==> config.mk <==
export PLATFORM = sky130hd
export DESIGN_NAME = seven_seg_scanner
export DESIGN_NICKNAME = d
export VERILOG_FILES = /design/src/rtl/seven_seg_scanner.sv
export SDC_FILE = /design/constraint.sdc
export NUM_CORES = 1
export LEC_CHECK = 0
export CAP_MARGIN = 20
export CORE_UTILIZATION = 52
export CTS_CLUSTER_DIAMETER = 150
export DETAILED_ROUTE_END_ITERATION = 8
export PLACE_DENSITY = 0.79
export SYNTH_ARGS = -nofsm -noshare
export SYNTH_HDL_FRONTEND = slang
export SYNTH_SLANG_ARGS = --single-unit
export TNS_END_PERCENT = 5
==> constraint.sdc <==
create_clock -name CLK -period 4.8 [get_ports CLK]
set_clock_uncertainty 0.15 [all_clocks]
set_input_delay 0.96 -clock CLK [delete_from_list [all_inputs] [get_ports CLK]]
set_output_delay 0.96 -clock CLK [all_outputs]
set_load 0.02 [all_outputs]
==> src/rtl/seven_seg_scanner.sv <==
`default_nettype none
// ============================================================================
// seven_seg_scanner : multiplexed common-anode 7-segment driver with a
//                     double-buffered image and an inter-digit guard interval
// Revision 1.0
// ============================================================================
module seven_seg_scanner #(
  parameter int NUM_DIGITS   = 4,
  parameter int GUARD_CYCLES = 2
) (
  input  logic                    CLK,
  input  logic                    RESET,
  input  logic                    SCAN_TICK,
  input  logic                    WR_EN,
  input  logic [4*NUM_DIGITS-1:0] WR_DATA,
  input  logic [NUM_DIGITS-1:0]   WR_DP,
  input  logic [NUM_DIGITS-1:0]   WR_BLANK,
  output logic                    WR_READY,
  output logic [6:0]              SEG_OUT,
  output logic                    DP_OUT,
  output logic [NUM_DIGITS-1:0]   AN_OUT,
  output logic                    FRAME_DONE
);

  localparam int                     IDX_W      = (NUM_DIGITS > 1) ? $clog2(NUM_DIGITS) : 1;
  localparam logic [IDX_W-1:0]       LAST_IDX   = IDX_W'(NUM_DIGITS - 1);
  localparam logic [3:0]             GUARD_LOAD = 4'(GUARD_CYCLES);
  localparam logic [NUM_DIGITS-1:0]  ALL_OFF    = '1;
  localparam logic [0:0]             ST_SHOW    = 1'b0;
  localparam logic [0:0]             ST_GUARD   = 1'b1;

  logic [0:0]              state_q, state_d;
  logic [IDX_W-1:0]        idx_q, idx_d;
  logic [3:0]              gcnt_q, gcnt_d;
  logic                    full_q, full_d;
  logic [4*NUM_DIGITS-1:0] pend_data_q, pend_data_d;
  logic [NUM_DIGITS-1:0]   pend_dp_q, pend_dp_d;
  logic [NUM_DIGITS-1:0]   pend_blank_q, pend_blank_d;
  logic [4*NUM_DIGITS-1:0] act_data_q, act_data_d;
  logic [NUM_DIGITS-1:0]   act_dp_q, act_dp_d;
  logic [NUM_DIGITS-1:0]   act_blank_q, act_blank_d;
  logic [NUM_DIGITS-1:0]   an_q, an_d;
  logic [6:0]              seg_q, seg_d;
  logic                    dp_q, dp_d;
  logic                    frame_done_q, frame_done_d;
  logic                    wrap;
  logic                    accept;
  logic [3:0]              nibble;

  function automatic logic [6:0] hex_to_seg(input logic [3:0] n);
    case (n)
      4'h0: hex_to_seg = 7'h40;
      4'h1: hex_to_seg = 7'h79;
      4'h2: hex_to_seg = 7'h24;
      4'h3: hex_to_seg = 7'h30;
      4'h4: hex_to_seg = 7'h19;
      4'h5: hex_to_seg = 7'h12;
      4'h6: hex_to_seg = 7'h02;
      4'h7: hex_to_seg = 7'h78;
      4'h8: hex_to_seg = 7'h00;
      4'h9: hex_to_seg = 7'h10;
      4'hA: hex_to_seg = 7'h08;
      4'hB: hex_to_seg = 7'h03;
      4'hC: hex_to_seg = 7'h46;
      4'hD: hex_to_seg = 7'h21;
      4'hE: hex_to_seg = 7'h06;
      default: hex_to_seg = 7'h0E;
    endcase
  endfunction

  always_ff @(posedge CLK) begin
    if (RESET) begin
      state_q      <= ST_SHOW;
      idx_q        <= '0;
      gcnt_q       <= '0;
      full_q       <= 1'b0;
      pend_data_q  <= '0;
      pend_dp_q    <= '0;
      pend_blank_q <= '0;
      act_data_q   <= '0;
      act_dp_q     <= '0;
      act_blank_q  <= '1;
      an_q         <= '1;
      seg_q        <= '1;
      dp_q         <= 1'b1;
      frame_done_q <= 1'b0;
    end else begin
      state_q      <= state_d;
      idx_q        <= idx_d;
      gcnt_q       <= gcnt_d;
      full_q       <= full_d;
      pend_data_q  <= pend_data_d;
      pend_dp_q    <= pend_dp_d;
      pend_blank_q <= pend_blank_d;
      act_data_q   <= act_data_d;
      act_dp_q     <= act_dp_d;
      act_blank_q  <= act_blank_d;
      an_q         <= an_d;
      seg_q        <= seg_d;
      dp_q         <= dp_d;
      frame_done_q <= frame_done_d;
    end
  end

  always_comb begin
    state_d      = state_q;
    idx_d        = idx_q;
    gcnt_d       = gcnt_q;
    full_d       = full_q;
    pend_data_d  = pend_data_q;
    pend_dp_d    = pend_dp_q;
    pend_blank_d = pend_blank_q;
    act_data_d   = act_data_q;
    act_dp_d     = act_dp_q;
    act_blank_d  = act_blank_q;
    wrap         = SCAN_TICK && (idx_q == LAST_IDX);
    accept       = WR_EN && !full_q;

    if (SCAN_TICK) begin
      idx_d  = wrap ? '0 : idx_q + IDX_W'(1);
      gcnt_d = GUARD_LOAD;
      state_d = (GUARD_CYCLES > 0) ? ST_GUARD : ST_SHOW;
    end else if (state_q == ST_GUARD) begin
      if (gcnt_q <= 4'd1) begin
        state_d = ST_SHOW;
      end else begin
        gcnt_d = gcnt_q - 4'd1;
      end
    end

    // Swap requires full and acceptance requires empty, so the two never coincide.
    if (wrap && full_q) begin
      act_data_d  = pend_data_q;
      act_dp_d    = pend_dp_q;
      act_blank_d = pend_blank_q;
      full_d      = 1'b0;
    end
    if (accept) begin
      pend_data_d  = WR_DATA;
      pend_dp_d    = WR_DP;
      pend_blank_d = WR_BLANK;
      full_d       = 1'b1;
    end
  end

  // Outputs are derived from next-state values so they settle with the state.
  always_comb begin
    nibble       = act_data_d[{idx_d, 2'b00} +: 4];
    frame_done_d = wrap;
    an_d         = ALL_OFF;
    seg_d        = 7'h7F;
    dp_d         = 1'b1;
    if ((state_d == ST_SHOW) && !act_blank_d[idx_d]) begin
      an_d  = ~(NUM_DIGITS'(1) << idx_d);
      seg_d = hex_to_seg(nibble);
      dp_d  = !act_dp_d[idx_d];
    end
  end

  assign WR_READY   = !full_q;
  assign SEG_OUT    = seg_q;
  assign DP_OUT     = dp_q;
  assign AN_OUT     = an_q;
  assign FRAME_DONE = frame_done_q;

endmodule
`default_nettype wire

==> results of run 1 <==
[cell families after synthesis]
| group | after synthesis |
|---|---|
| and+or+nand+nor | 123 |
| DFF | 69 |
| AOI/OAI and AO/OA | 49 |
| muxes | 30 |
| buffers and inverters | 26 |
| adders and majority gates | 9 |
| xor gates and xnor gates | 4 |
[worst reg2reg max path: stages, from the launching register on]
cell,delay (ns)
dfxtp_1,0.49
ha_1,0.35
nand3_4,0.41
mux2i_1,0.37
o22ai_1,0.12
nor2_1,0.35
inv_1,0.12
ha_1,0.24
nor4_1,0.27
o31ai_1,0.11
[worst max path at each step]
stage	from	end	cells after the start
6_report	SCAN_TICK	SEG_OUT[0]	9
5_1_grt	SCAN_TICK	SEG_OUT[0]	9
4_1_cts	SCAN_TICK	SEG_OUT[0]	9
3_5_place_dp	SCAN_TICK	SEG_OUT[0]	9
3_3_place_gp	SCAN_TICK	SEG_OUT[0]	9
2_1_floorplan	SCAN_TICK	SEG_OUT[0]	9
[metal layers]
layer | part of all wire (%) | track usage, %
met1 | 50 | 27.00
met2 | 45 | 29.64
met3 | 3.0 | 3.593
met4 | 1.8 | 9.231
met5 | 0 | 0
[layout by cell type, fill, tap and decap left out, types with 4 or more instances in the layout]
master	synthesis	routed
nor3_1	6	6
clkdlybuf4s50_1	0	40
inv_1	8	8
dfxtp_1	69	69
nor2_1	33	33
xnor2_1	4	4
a21oi_1	29	29
o22ai_2	4	4
nand2_1	56	56
ha_1	9	9
mux2i_1	26	26
nand2b_1	11	11
clkbuf_8	0	10
[cell type report]
class                      count  area (um^2)
clock buffer                  13        148.9
tap                           70        87.58
sequential                    69         1381
multi-input combinational    215         1374
inverter                      10        37.54
clock inverter                 2        10.01
timing repair buffer          44        427.9
fill                         444         1738
[synthesized netlist by cell type, types with 2 or more instances]
cell type,count
nor2_1,33
o22ai_1,3
nor3_2,2
inv_2,2
dfxtp_1,69
clkbuf_1,11
a21oi_1,29
o31ai_1,2
o22ai_2,4
nand2_1,56
nor4_1,3
buf_4,2
nor2b_1,2
o221ai_1,2
nor3_1,6
mux2i_1,26
buf_2,2
ha_1,9
o211ai_1,2
nand2b_1,11
a31oi_2,2
xnor2_1,4
inv_1,8
nand3_1,3
[state kept, by name, indices dropped and copies added (netlist names), 4 cells and up]
register and cells:
SEG_OUT 7, gcnt_q 4, AN_OUT 4, pend_data_q 16, act_data_q 16, pend_blank_q 4, pend_dp_q 4, act_blank_q 4
act_dp_q 4
[per-stage QoR]
step	area (um^2)	hold slack (ns)	total power, mW
floorplan	2870	0.2857	0.6928
global placement	3308	0.2973	0.7434
detailed placement	3308	0.3012	0.7464
CTS	3467	0.3102	1.133
global route	3467	0.3292	1.177
finish	3467	0.3076	1.127
[report_power, final]
| group | leakage [nW] | switching, mW | internal [mW] | total, mW |
|---|---|---|---|---|
| Sequential | 0.562 | 0.0133 | 0.594 | 0.607 |
| Clock | 0.0833 | 0.196 | 0.198 | 0.394 |
| Combinational | 0.845 | 0.0664 | 0.0595 | 0.126 |
| Total | 1.49 | 0.276 | 0.851 | 1.13 |
==> out/results.ini, run 1 <==
[worst_hold_path]
min_path_cells=2
min_from=pend_dp_q[1]
hold_end=pend_dp_q[1]
min_path_type=flip-flop to flip-flop

[worst_setup_path]
rrSetupSlack_ns=1.66
end_kind=flip-flop
slowest_stage=clkdlybuf4s50_1
rr_startpoint=idx_q[0]
startpoint_type=primary input
max_stage_delay_ns=0.53
arrival_ns=3.46
r2r-end=SEG_OUT[0]
critPathTopFamily=simple AND/OR/NAND/NOR gates
path_max_fanout=24
path_class=primary input to flip-flop
path_cells=clkdlybuf4s50_1 > nand3_4 > mux2i_1 > o22ai_1 > nor2_1 > inv_1 > ha_1 > nor4_1 > o31ai_1
crit_required_ns=4.83
reg2reg_depth=9
path_buf_inv=2

[route]
dr.pass1.iters=4
ant_nets=0
vias_per_cell=5.163
wl_um=5283
post-route-drc-count=0
routedWlPerCell_um=12.49
first_iter_violations=103
vias=2184

[synthesis]
synth_ff_type=dfxtp_1
synth_top_area_share_pct=48.13
synthArstFlopShare_pct=0
synth_area_mm2=0.002870
yosysWarnings=0
synthSimpleGateAreaFrac_pct=20.10
syn_nets=347
synth-compound-area-share_pct=11.38
yosysTopAreaCell=dfxtp_1
synthMuxAreaShare_pct=11.25
synth_top_family_by_area=simple AND/OR/NAND/NOR gates
synthDistinctLibCells=41
synth-seq-area-share_pct=48.13
synth_edf_count=0
synthXorXnorAreaFrac_pct=1.221
ys_top_cells_by_area=dfxtp_1 48%, mux2i_1 9.1%, nand2_1 7.3%, a21oi_1 5.1%, nor2_1 4.3%
yosys.area_share.adder_pct=3.923
synthCells=310
avgSynthCellArea_um2=9.259
ys_seq_elements=69

[timing]
fin_crit_ns=3.429
hold_viol_final=0
setup_viol=0
fmax_mhz=291.7
final_max_slew_viol_count=0
post-route-period-util_pct=71.43
worst_slew_pin_slew_ns=0.9933
rsz0062_at_grt=no
slew_headroom_pct=33.78
worst_slack_ns=1.371
tns_ns=0

[placement]
dp_cells=408
portBuffers=41
place.gp.congestion=0.8602
place_ws_ns=0.9968
dp.final_hpwl_um=3686

[global_route]
grt_usage_pct=19.61
grt_overflow=0
grt_max_degree=59
grt_pass1_wl_um=9059
antenna_found_initial=0
grt_pass1_vias=1956

[cts]
clkSinkCount=69
root_buffer=clkbuf_8
path_clk_slew_ns=0.06
cts_max_level=3
cts_setup_buffers=0
post_cts_resized=0
worstSkewPairLatency_ns=0.34
cts_tree=built
clockBufferDepth=2
cts_buffers=9
hold_buffers=0

[floorplan]
rows=26
io_pins=42
die-height_um=76.30
core_area_mm2=0.005205
die_area_mm2=0.005821
die_w_um=76.30
start_util_pct=55.14

[cells_and_area]
drive_gt1_share_pct=9.915
fin_cells=423
area_growth_pct=20.79
num_antenna_cells=0
post-route-util_pct=66.61
fin_nets=386

[status]
outcome=completed

[pwr]
p_leak_nw=1.490
peakVddDrop_uv=204.8
powerDensity_mw_per_mm2=324.9

[job]
drv_cap=0

(Power assumes the default switching activity.)
==> run 2, diff against run 1 <==
==> constraint.sdc (replaced) <==
create_clock -name CLK -period 3.6 [get_ports CLK]
set_clock_uncertainty 0.15 [all_clocks]
set_input_delay 0.72 -clock CLK [delete_from_list [all_inputs] [get_ports CLK]]
set_output_delay 0.72 -clock CLK [all_outputs]
set_load 0.02 [all_outputs]
==> run 2 against run 1 <==
Compared with the run above:
- via count rose by 0.50%
- core utilization grew 2.1 points
- sequential share of layout area down 1.2 points
- global-route usage rose by 2.5 points
- clock power is 77% higher
- first-iteration DRC count grew 48%
- routed wire length grew 7.5%
- count of clock-buffer cells in the layout is 3 lower
- critical path type unchanged
==> out/results.ini, run 2 (synthesized netlist as in run 1, its figures left out) <==
[pwr]
peakVddDrop_uv=252.5
p_leak_nw=1.546
pwr-share-comb_pct=10.3
powerDensity_mw_per_mm2=469.7
swShare_pct=23.77
p_int_mw=1.281
power.switching_mw=0.3994
finalPower_mw=1.680
p_clk_share_pct=41.6
power_frac_seq_pct=48.1

[route]
vias=2195
met3_length_um=212
wl_met1_um=2575
wl_um=5677
routedWlPerCell_um=13.20
post-route-drc-count=0
vias_per_cell=5.105
routed.top_layer=met4
dr.pass1.iters=4
first_iter_violations=152
ant_nets=0
wl_met2_um=2716

[cells_and_area]
num_antenna_cells=0
fin_cells=430
area_growth_pct=24.63
filler_cell_count=404
fin_area_mm2=0.003577
fin_nets=392
drive_gt1_share_pct=12.50
final_common_cell=dfxtp_1
final_cell_mix=69 x dfxtp_1, 56 x nand2_1, 40 x clkdlybuf4s50_1, 33 x nor2_1, 29 x a21oi_1

[cts]
worstSkewPairLatency_ns=0.35
cts_setup_buffers=0
hold_buffers=0
cts_tree=built
cts_buffers=9
post_cts_resized=0
clockBufferDepth=2
cts_max_level=3
root_buffer=clkbuf_8
path_clk_slew_ns=0.07
clkSinkCount=69

[global_route]
grt_pass1_vias=2130
grt_max_degree=59
grt_usage_pct=22.14
antenna_found_initial=0
grt_pass1_wl_um=9908
grt_overflow=0

[placement]
dp_cells=414
place.gp.congestion=0.8409
place_ws_ns=0.2044
dp.final_hpwl_um=3883
portBuffers=41
placed_area_mm2=0.003353

[worst_setup_path]
path_class=primary input to flip-flop
end_kind=flip-flop
path_max_fanout=14
slowest_stage=clkdlybuf4s50_1
crit_required_ns=3.68
startpoint_type=primary input
arrival_ns=3.14
path_cells=clkdlybuf4s50_1 > buf_4 > nand2b_1 > mux2_2 > nor2_1 > nor4_4 > inv_2 > ha_1 > nor4_1 > o31ai_1
max_stage_delay_ns=0.53
critPathTopFamily=simple AND/OR/NAND/NOR gates
path_buf_inv=3

[worst_hold_path]
min_path_type=flip-flop to flip-flop

[timing]
hold_viol_final=0
worst_slew_pin_slew_ns=0.9631
fin_crit_ns=3.066
worst_slack_ns=0.5344
slew_headroom_pct=35.79
final_max_slew_viol_count=0
setup_viol=0
rsz0062_at_grt=no
post-route-period-util_pct=85.16
fmax_mhz=326.2
tns_ns=0

[floorplan]
rows=26
die_area_mm2=0.005821
start_util_pct=55.14
io_pins=42
core_area_mm2=0.005205
die-height_um=76.30
die_w_um=76.30

[status]
outcome=completed

[job]
drv_cap=0

==> run 2: cell types whose count changed in the layout (fill, tap and decap cells not counted) <==
cell | before | now
clkinv_4 | 0 | 1
buf_4 | 3 | 9
clkinvlp_4 | 0 | 1
bufinv_16 | 0 | 2
clkbuf_1 | 3 | 0
==> run 2: worst register-to-register path: stages (launching register included) <==
cell and delay [ns]:
dfxtp_1 0.48, ha_1 0.34, nand3_4 0.27, mux2i_1 0.30
nor2_1 0.10, nor4_4 0.40, inv_2 0.11, ha_1 0.27
nor4_1 0.28, o31ai_1 0.12
==> run 2: per-layer routing <==
metal,vias up,track usage [%]
met4,0,12.88
met5,-,0
met1,995,26.71
met3,15,5.988
li1,1139,-
met2,46,35.41
==> run 2: final cells by class <==
cell class / count / area (um^2) / area share [%]
sequential: 69 / 1381 / 38.61
multi-input combinational: 215 / 1374 / 38.41
timing repair buffer: 50 / 473.0 / 13.22
clock buffer: 10 / 137.6 / 3.847
tap: 70 / 87.58 / 2.448
clock inverter: 6 / 86.33 / 2.413
inverter: 10 / 37.54 / 1.049
==> run 2: metrics by stage <==
step           util [%]  hold WS (ns)
2_1_floorplan         -        0.2857
3_3_place_gp      64.42        0.2960
6_report          68.73        0.3116
3_5_place_dp      64.42        0.3010
4_1_cts           68.73        0.3108
5_1_grt           68.73        0.3318
==> run 2: power groups by stage <==
stage | logic (mW) | registers [mW] | clock network, mW
after floorplan | 0.0936 | 0.830 | 0
after global placement | 0.170 | 0.826 | 0
after detailed placement | 0.172 | 0.827 | 0
after CTS | 0.174 | 0.809 | 0.707
after global routing | 0.192 | 0.812 | 0.748
final | 0.173 | 0.809 | 0.699
==> run 2: worst paths after layout <==
path,from,endpoint,slack [ns],cells after the start
setup reg to reg,idx_q[0],SEG_OUT[0],0.66,9
hold / removal,pend_dp_q[3],pend_dp_q[3],0.31,2
hold reg to reg,pend_dp_q[3],pend_dp_q[3],0.31,2
setup / recovery,SCAN_TICK,SEG_OUT[0],0.53,10
==> run 3, diff against run 2 <==
--- a/config.mk
+++ b/config.mk
@@ -10,6 +10,7 @@
 export CTS_CLUSTER_DIAMETER = 150
 export DETAILED_ROUTE_END_ITERATION = 8
 export PLACE_DENSITY = 0.79
+export SLEW_MARGIN = 20
 export SYNTH_ARGS = -nofsm -noshare
 export SYNTH_HDL_FRONTEND = slang
 export SYNTH_SLANG_ARGS = --single-unit
==> results of run 3 <==
The final DEF is identical to that of run 2; final timing and power are the same.
